$ cat src/rtl/mem_wb_pipe_reg.sv
// MEM->WB elastic pipeline register with valid/ready handshake and synchronous flush.
// SKID=1 adds a second entry so ready_o comes straight from a flop instead of following ready_i.
module mem_wb_pipe_reg #(
    parameter int unsigned XLEN       = 32,
    parameter int unsigned REG_ADDR_W = 5,
    parameter int unsigned RES_SRC_W  = 2,
    parameter int unsigned SKID       = 1
) (
    input  logic                  clk,
    input  logic                  rst_n,
    input  logic                  flush_i,
    input  logic                  valid_i,
    output logic                  ready_o,
    input  logic                  reg_write_i,
    input  logic [RES_SRC_W-1:0]  result_src_i,
    input  logic [XLEN-1:0]       alu_result_i,
    input  logic [XLEN-1:0]       rdata_i,
    input  logic [REG_ADDR_W-1:0] rd_i,
    input  logic [XLEN-1:0]       pc_plus4_i,
    output logic                  valid_o,
    input  logic                  ready_i,
    output logic                  reg_write_o,
    output logic [RES_SRC_W-1:0]  result_src_o,
    output logic [XLEN-1:0]       alu_result_o,
    output logic [XLEN-1:0]       rdata_o,
    output logic [REG_ADDR_W-1:0] rd_o,
    output logic [XLEN-1:0]       pc_plus4_o,
    output logic [1:0]            occupancy_o
);

    typedef struct packed {
        logic                  reg_write;
        logic [RES_SRC_W-1:0]  result_src;
        logic [XLEN-1:0]       alu_result;
        logic [XLEN-1:0]       rdata;
        logic [REG_ADDR_W-1:0] rd;
        logic [XLEN-1:0]       pc_plus4;
    } payload_t;

    payload_t in_pl;
    payload_t main_q, main_d;
    payload_t skid_q, skid_d;
    logic     main_v_q, main_v_d;
    logic     skid_v_q, skid_v_d;
    logic     ready_q, ready_d;
    logic     accept;
    logic     drain;

    assign in_pl = '{reg_write:  reg_write_i,
                     result_src: result_src_i,
                     alu_result: alu_result_i,
                     rdata:      rdata_i,
                     rd:         rd_i,
                     pc_plus4:   pc_plus4_i};

    // With a skid entry ready_o is a flop; without it, a full entry can still accept while draining.
    assign ready_o = (SKID != 0) ? ready_q : (~main_v_q | ready_i);
    assign accept  = valid_i & ready_o;
    assign drain   = main_v_q & ready_i;

    always_comb begin
        // NOTE: every always_comb output gets a default first, so no path can infer a latch.
        main_d   = main_q;
        main_v_d = main_v_q;
        skid_d   = skid_q;
        skid_v_d = skid_v_q;
        if (flush_i) begin
            // Flush drops only the valid flags; payload flops keep their contents.
            main_v_d = 1'b0;
            skid_v_d = 1'b0;
        end else if (SKID == 0) begin
            if (accept) begin
                main_d   = in_pl;
                main_v_d = 1'b1;
            end else if (drain) begin
                main_v_d = 1'b0;
            end
        end else begin
            if (drain && skid_v_q) begin
                // ready_o is low while skid is full, so no accept can collide with this move.
                main_d   = skid_q;
                main_v_d = 1'b1;
                skid_v_d = 1'b0;
            end else if (accept && (!main_v_q || drain)) begin
                main_d   = in_pl;
                main_v_d = 1'b1;
            end else if (accept) begin
                skid_d   = in_pl;
                skid_v_d = 1'b1;
            end else if (drain) begin
                main_v_d = 1'b0;
            end
        end
        ready_d = ~skid_v_d;
    end

    // NOTE: payload flops are reset as well so outputs read 0 out of reset, not just invalid.
    always_ff @(posedge clk or negedge rst_n) begin
        if (!rst_n) begin
            main_q   <= '0;
            skid_q   <= '0;
            main_v_q <= 1'b0;
            skid_v_q <= 1'b0;
            ready_q  <= 1'b1;
        end else begin
            // NOTE: sequential state uses non-blocking assignments only.
            main_q   <= main_d;
            skid_q   <= skid_d;
            main_v_q <= main_v_d;
            skid_v_q <= skid_v_d;
            ready_q  <= ready_d;
        end
    end

    assign valid_o      = main_v_q;
    assign reg_write_o  = main_v_q & main_q.reg_write & (|main_q.rd);
    assign result_src_o = main_q.result_src;
    assign alu_result_o = main_q.alu_result;
    assign rdata_o      = main_q.rdata;
    assign rd_o         = main_q.rd;
    assign pc_plus4_o   = main_q.pc_plus4;
    assign occupancy_o  = {1'b0, main_v_q} + {1'b0, skid_v_q};

endmodule

$ cat config.mk
export PLATFORM = sky130hd
export DESIGN_NAME = mem_wb_pipe_reg
export DESIGN_NICKNAME = d
export VERILOG_FILES = /design/src/rtl/mem_wb_pipe_reg.sv
export SDC_FILE = /design/constraint.sdc
export NUM_CORES = 1
export LEC_CHECK = 0
export ABC_AREA = 1
export CORE_MARGIN = 2
export CORE_UTILIZATION = 35
export CTS_BUF_LIST = sky130_fd_sc_hd__clkbuf_8
export CTS_CLUSTER_DIAMETER = 80
export DETAILED_ROUTE_END_ITERATION = 12
export PLACE_DENSITY = 0.6
export SLEW_MARGIN = 20
export SYNTH_ARGS = -nofsm -noshare
export SYNTH_HDL_FRONTEND = slang
export SYNTH_SLANG_ARGS = --single-unit
$ cat constraint.sdc
create_clock -name clk -period 1.85 [get_ports clk]
set_input_delay 0.2775 -clock clk [delete_from_list [all_inputs] [get_ports clk]]
set_output_delay 0.2775 -clock clk [all_outputs]
set_load 0.05 [all_outputs]
* After elaboration in Yosys (flattened, before gate mapping)
Index checks and enable logic that the tools add are counted.
** Word-level totals
- Register bits :: 211
- Latch bits :: 0
- Memory bits (writable) :: 0
- ROM bits :: 0
- Bits of input ports :: 109
- Output and inout bits :: 108
- Word-level logic and storage cells :: 46
- Memories kept :: 0
** Cells by class
- Add/sub/neg operators :: 1
- Multiply operators :: 0
- Divide/modulo/power cells :: 0
- Order comparisons :: 0
- Equality and inequality tests :: 1
- Shift-type cells :: 0
- Muxes and demuxes :: 11
- Bitwise logic cells :: 8
- Reductions and logical operators :: 10
** Operators by type and width (number)
- $mux W104 :: 2
- $mux W1 :: 9
- $reduce_or A5 Y1 :: 1
- $and A1 B1 Y1 :: 4
- $ne A4 B2 Y1 const B :: 1
- $not A1 Y1 :: 4
- $reduce_and A2 Y1 :: 2
- $reduce_and A4 Y1 :: 1
- $reduce_bool A4 Y1 :: 1
- $add A1 B1 Y2 :: 1
- $logic_and A1 B1 Y1 :: 2
- $reduce_bool A2 Y1 :: 1
- $logic_not A1 Y1 :: 1
- $logic_or A1 B1 Y1 :: 1

* Logic depth before layout (Yosys ltp)
Gate-level depths: netlist (run 1).
- Word-level depth :: 7
- Mapped depth :: 10
- Mapped depth without buffers :: 7

* Worst setup path before layout (run 1)
Ideal clock, no wire load.
- Path type :: reg2out
- From :: register main_v_q (netlist: valid_o)
- To :: output port reg_write_o
- Arrival time :: 1567 ps
- Required time :: 1572 ps
- Slack :: 5 ps
- Stages on the path, launching flop included :: 5
- Path buffers :: 2
- Cell sequence :: dfrtp_1 > buf_4 > clkbuf_1 > nand3_1 > inv_1
** On the way
- Longest elaborated chain between the ends :: 2
** RTL lines
- from (decl) :: RTL line 43 : logic main_v_q, main_v_d;
- from (signal assigned) :: RTL line 109 : main_v_q <= main_v_d;
- $and A1 B1 Y1 (2 in series) :: RTL line 116 : assign reg_write_o = main_v_q & main_q.reg_write & (|main_q.rd);
- to (decl) :: RTL line 22 : output logic reg_write_o,
Every way passes these cells.

* Worst setup path in the final report (run 1)
- From :: register main_q, in the netlist rd_o[2]
- To :: output port reg_write_o
** On the way
- Longest elaborated chain between the ends :: 2
** RTL lines
- from (decl) :: RTL line 41 : payload_t main_q, main_d;
- from (signal assigned) :: RTL line 107 : main_q <= main_d;
- $reduce_or A5 Y1 :: RTL line 116
- $and A1 B1 Y1 :: RTL line 116
Every way passes these cells.

==> impl_metrics.py, run 1 <==
metrics = {
    "status": {
        "outcome": "completed",
    },
    "die": {
        "ios": 217,
        "die_area_um2": 32100,
        "start_util": 0.353,
        "die_h_um": 179,
        "die_w_um": 179,
        "design.core.area_um2": 30400,
        "rows": 64,
    },
    "timing": {
        "final-max-slew-violation-count": 0,
        "clock_skew_ns": 0.0169,
        "slew_headroom": 0.643,
        "period_needed_ns": 1.79,
        "max_freq_mhz": 558,
        "timing.hold.ws_ns": 0.265,
        "tightest_slew_ns": 0.536,
        "rsz0062_at_grt": "yes",
        "setup_viol": 0,
        "post-route-period-util": 0.968,
        "hold_viol_final": 0,
    },
    "detailed_routing": {
        "drtAntennaViolNets": 0,
        "first_iter_violations": 799,
        "wl_met2_um": 14500,
        "wl_per_cell_um": 17.0,
        "highest_layer": "met5",
        "totalWireLength_um": 32100,
        "viasPerCell": 5.06,
        "wl_met1_um": 14300,
        "wl_met3_um": 2600,
        "dr.pass1.iters": 5,
        "vias": 9561,
        "drc": 0,
    },
    "critical_path": {
        "cp-end-kind": "primary output",
        "critPathTopFamily": "flip-flops",
        "reg2reg_from": "skid_v_q",
        "rr_worst_depth": 6,
        "cp.arrival_ns": 1.51,
        "start_kind": "flop",
        "crit_start": "rd_o[2]",
        "slowest_delay_ns": 0.40,
        "crit_required_ns": 1.57,
        "cp_cell_sequence": "nor3_2 -> nand2_2 -> nand3_2 -> inv_2 -> buf_12",
        "cp_slowest_cell": "dfrtp_1",
        "path_buf_inv": 2,
        "reg2reg_slack_ns": 0.16,
        "crit_type": "flop to primary output",
        "crit_fanout": 3,
        "r2r-end": "rdata_o[14]",
    },
    "clock_tree": {
        "cts_buffers": 39,
        "clk_latency_ns": 0.52,
        "htree_levels": 2,
        "cts.sinks": 211,
        "clockBufferDepth": 3,
        "cts_tree": "yes",
        "cts_root_buf": "clkbuf_8",
        "clk_pin_slew_ns": 0.06,
    },
    "yosys": {
        "postSynthAreaPerCell_um2": 7.76,
        "synth_ff_type": "dfrtp_1",
        "yosysUniqueCellTypes": 21,
        "postSynthCellCount": 1384,
        "synth_seq_cells": 211,
        "syn_nets": 1494,
        "async_flop_share": 1.00,
        "synth_edf_count": 0,
        "synth-warning-count": 0,
        "yosysSeqAreaShare": 0.492,
        "synth_area_um2": 10700,
    },
    "placed_design": {
        "gp_congestion": 0.742,
        "place_area_um2": 12600,
        "numPortBuffers": 216,
        "dp.cells": 1816,
        "dpl.hpwl_um": 19400,
    },
    "layout": {
        "final_cell_mix": "nand2_1, nand3_1, dfrtp_1, clkdlybuf4s50_1, nand4_1",
        "mostFrequentLayoutCell": "nand2_1",
        "final_area_um2": 13300,
        "nFillCells": 3112,
        "nNetsFinal": 1578,
        "synthToLayoutAreaGrowth_pct": 24.2,
        "final_cells": 1891,
        "drive_gt1_frac": 0.0952,
    },
    "job": {
        "drv_cap": 0,
    },
    "pwr": {
        "ir_drop_mv": 0.494,
        "power_frac_seq": 0.421,
        "power.switching_uw": 5350,
        "powerDensity_nw_per_um2": 1100,
        "p_int_uw": 9380,
        "p_comb_frac": 0.283,
        "power.leakage_uw": 0.00714,
        "sw_frac_of_total": 0.363,
        "power_frac_clock": 0.297,
    },
    "global_routing": {
        "grt_use_total": 0.203,
        "grt_overflow": 0,
        "grt_start_max_net_pins": 70,
        "first_global_vias": 9638,
        "grt_pass1_wl_um": 51700,
        "antenna_found_initial": 4,
    },
    "hold_path": {
        "whs_path_depth": 5,
        "hp-class": "primary input to flop",
        "holdCritStartpoint": "ready_i",
        "hold_end": "alu_result_o[13]",
    },
}
-- cell type report --
type	instances	area [um^2]	area share
Timing Repair Buffer	259	2580	0.193
Clock inverter	17	91.3	0.00685
Inverter	5	23.8	0.00178
Tap cell	396	495	0.0371
Multi-Input combinational cell	952	4190	0.314
Clock buffer	48	661	0.0495
Sequential cell	211	5290	0.397
Antenna cell	3	7.51	0.000563
-- state kept, by name, indices dropped and copies added (netlist names) --
| name | flops |
|---|---|
| skid_q | 104 |
| alu_result_o | 32 |
| pc_plus4_o | 32 |
| rdata_o | 32 |
| rd_o | 5 |
| result_src_o | 2 |
| main_q | 1 |
| ready_o | 1 |
| skid_v_q | 1 |
| valid_o | 1 |
-- power groups by stage --
stage	Clock (uW)	Combinational, uW	Sequential, uW
after detailed placement	0	4340	6280
after CTS	4540	4200	6200
after global placement	0	4300	6260
after global routing	4770	4550	6330
after floorplan	0	3380	6120
final	4370	4160	6200
-- worst max path at each step --
stage | to | slack [ns] | cells after the start
floorplan | reg_write_o | 0.005 | 4
global placement | pc_plus4_o[26] | 0.12 | 8
detailed placement | rdata_o[2] | 0.14 | 8
CTS | reg_write_o | 0.001 | 4
global route | reg_write_o | -0.05 | 5
finish | reg_write_o | 0.06 | 5
-- cell usage after synthesis, types with 2 or more instances --
cell type / number / area share
buf_4: 114 / 0.080
nand3_1: 210 / 0.098
nand2_1: 626 / 0.22
inv_1: 2 / 0.00070
nand2_2: 4 / 0.0023
buf_1: 13 / 0.0045
inv_2: 3 / 0.0010
buf_2: 42 / 0.020
dfrtp_1: 210 / 0.49
nand4_1: 104 / 0.061
clkbuf_1: 46 / 0.016
-- cells by family after synthesis --
kind of cell	count (synthesis)	share of synthesized area
AO/OA/AOI/OAI	2	0.00116
adder cells (fa/ha/maj)	1	0.00116
buffers and inverters	221	0.123
flip-flops	211	0.492
AND/OR/NAND/NOR	949	0.383
-- timing repair --
item                                    CTS  global route
endpoints found under the hold margin    41             0
endpoints found under the setup margin   80             1
pin swaps                                 1             2
hold buffers                              1             0
resized for setup                        80             3
gates cloned                              1             0
setup buffers                             5             0
-- worst reg2reg max path, delay by kind of cell (launching register included) --
family	cells	cell delay, ns
buffers and inverters	2	0.75
and+or+nand+nor	4	0.44
DFF	1	0.44
-- per-layer routing --
metal / GRT usage / vias up
met2: 0.319 / 348
li1: - / 4574
met5: 0.0144 / -
met4: 0.0595 / 4
met1: 0.274 / 4582
met3: 0.0509 / 53
-- through the flow --
stage               setup WS (ns)  TNS (ns)   util  power, uW
finish                     0.0587         0  0.438      14700
global route              -0.0540   -0.0540  0.438      15600
detailed placement          0.140         0  0.413      10600
global placement            0.123         0  0.413      10600
CTS                       0.00128         0  0.438      14900
floorplan                 0.00505         0      -       9510
No activity file was read; power rests on OpenSTA's default activity.
==> run 2: changes to the inputs <==
CORE_MARGIN = default   (was 2)
==> impl_metrics.py, run 2 (synthesis gave the netlist of run 1 again) <==
metrics = {
    "status": {
        "outcome": "completed",
    },
    "pwr": {
        "powerDensity_nw_per_um2": 1110,
        "power.leakage_uw": 0.00714,
        "p_total_uw": 14900,
        "ir_drop_mv": 0.601,
    },
    "critical_path": {
        "crit_fanout": 30,
        "cp-end-kind": "primary output",
        "reg2reg_slack_ns": 0.26,
        "start_kind": "flop",
        "crit_required_ns": 1.57,
        "cp.arrival_ns": 1.53,
        "crit_type": "flop to primary output",
    },
    "global_routing": {
        "antenna_found_initial": 1,
        "grt_start_max_net_pins": 67,
        "first_global_vias": 9514,
        "grt_overflow": 0,
        "grt_pass1_wl_um": 50500,
        "grt_use_total": 0.201,
    },
    "die": {
        "rows": 63,
        "start_util": 0.359,
        "die_area_um2": 31400,
        "ios": 217,
        "die_h_um": 177,
        "die_w_um": 177,
        "design.core.area_um2": 30000,
    },
    "detailed_routing": {
        "drtAntennaViolNets": 0,
        "drc": 0,
        "dr.pass1.iters": 5,
        "viasPerCell": 5.05,
        "wl_per_cell_um": 16.7,
        "vias": 9496,
        "first_iter_violations": 678,
        "totalWireLength_um": 31500,
    },
    "timing": {
        "setup_viol": 0,
        "clock_skew_ns": 0.0175,
        "slew_headroom": 0.519,
        "final-max-slew-violation-count": 0,
        "period_needed_ns": 1.81,
        "max_freq_mhz": 552,
        "setup_tns_ns": 0,
        "timing.hold.ws_ns": 0.128,
        "hold_viol_final": 0,
        "rsz0062_at_grt": "yes",
        "fin_ws_ns": 0.0377,
        "tightest_slew_ns": 0.722,
        "post-route-period-util": 0.980,
    },
    "layout": {
        "synthToLayoutAreaGrowth_pct": 24.6,
        "nNetsFinal": 1574,
        "largest_register_ff_count": 104,
        "drive_gt1_frac": 0.0900,
        "mostFrequentLayoutCell": "nand2_1",
        "final_cells": 1880,
        "final_cell_mix": "nand2_1, nand3_1, dfrtp_1, clkdlybuf4s50_1, nand4_1",
        "largest-register": "skid_q",
    },
    "hold_path": {
        "hp-class": "primary input to flop",
    },
    "clock_tree": {
        "cts.sinks": 211,
        "htree_levels": 2,
        "cts_tree": "yes",
        "clockBufferDepth": 3,
        "clk_latency_ns": 0.53,
        "cts_buffers": 39,
        "clk_pin_slew_ns": 0.06,
        "cts_root_buf": "clkbuf_8",
    },
    "placed_design": {
        "numPortBuffers": 216,
        "dpl.hpwl_um": 18900,
        "dp.cells": 1809,
        "gp_congestion": 0.766,
        "place_ws_ns": 0.0977,
    },
    "job": {
        "drv_cap": 0,
    },
}
[run 2: report_power, final]
group          internal, uW  switching, uW  total [uW]
sequential             5640            578        6220
clock                  2590           1980        4570
combinational          1260           2850        4120
[run 2: area by class of cell]
type                    instances  area [um^2]
fillers                      3023        16600
flip-flops and latches        211         5290
multi-input cells             952         4200
repair buffers                255         2590
clock buffers                  51          702
well taps                     390          488
clock inverters                15         87.6
inverters                       5         22.5
diodes                          1         2.50
[run 2: path summary, 6_finish.rpt]
check,start,depth (start not counted),endpoint
worst max-delay path,valid_o,4,reg_write_o
worst min register to register,rdata_o[3],2,rdata_o[3]
max in group asynchronous,rst_n,3,skid_q[4]
worst min-delay path,ready_i,4,valid_o
min in group asynchronous,rst_n,2,rdata_o[5]
worst max register to register,valid_o,7,rdata_o[5]
[run 2: worst max-delay path, cell delays in order (launching register included)]
cell and delay [ns]:
dfrtp_4 0.53, buf_16 0.19, nand3_2 0.10, inv_2 0.04
buf_12 0.14
[run 2: layer usage]
layer / global-route usage / share of wire
met2: 0.323 / 0.46
met5: 0 / 0
met3: 0.0533 / 0.084
met4: 0.0582 / 0.017
met1: 0.264 / 0.44
[run 2: timing repair]
item                                    4_1_cts  5_1_grt
cloned                                        0        1
setup buffers                                 0        2
pin swaps                                     0        1
gates resized for setup                      93        6
endpoints found under the hold margin        78        0
endpoints found under the setup margin       92        4
hold buffers                                  1        0
[run 2: through the flow]
stage / utilization / cell area, um^2
global route: 0.447 / 13400
global placement: 0.421 / 12600
floorplan: - / 10700
detailed placement: 0.421 / 12600
CTS: 0.444 / 13300
finish: 0.447 / 13400
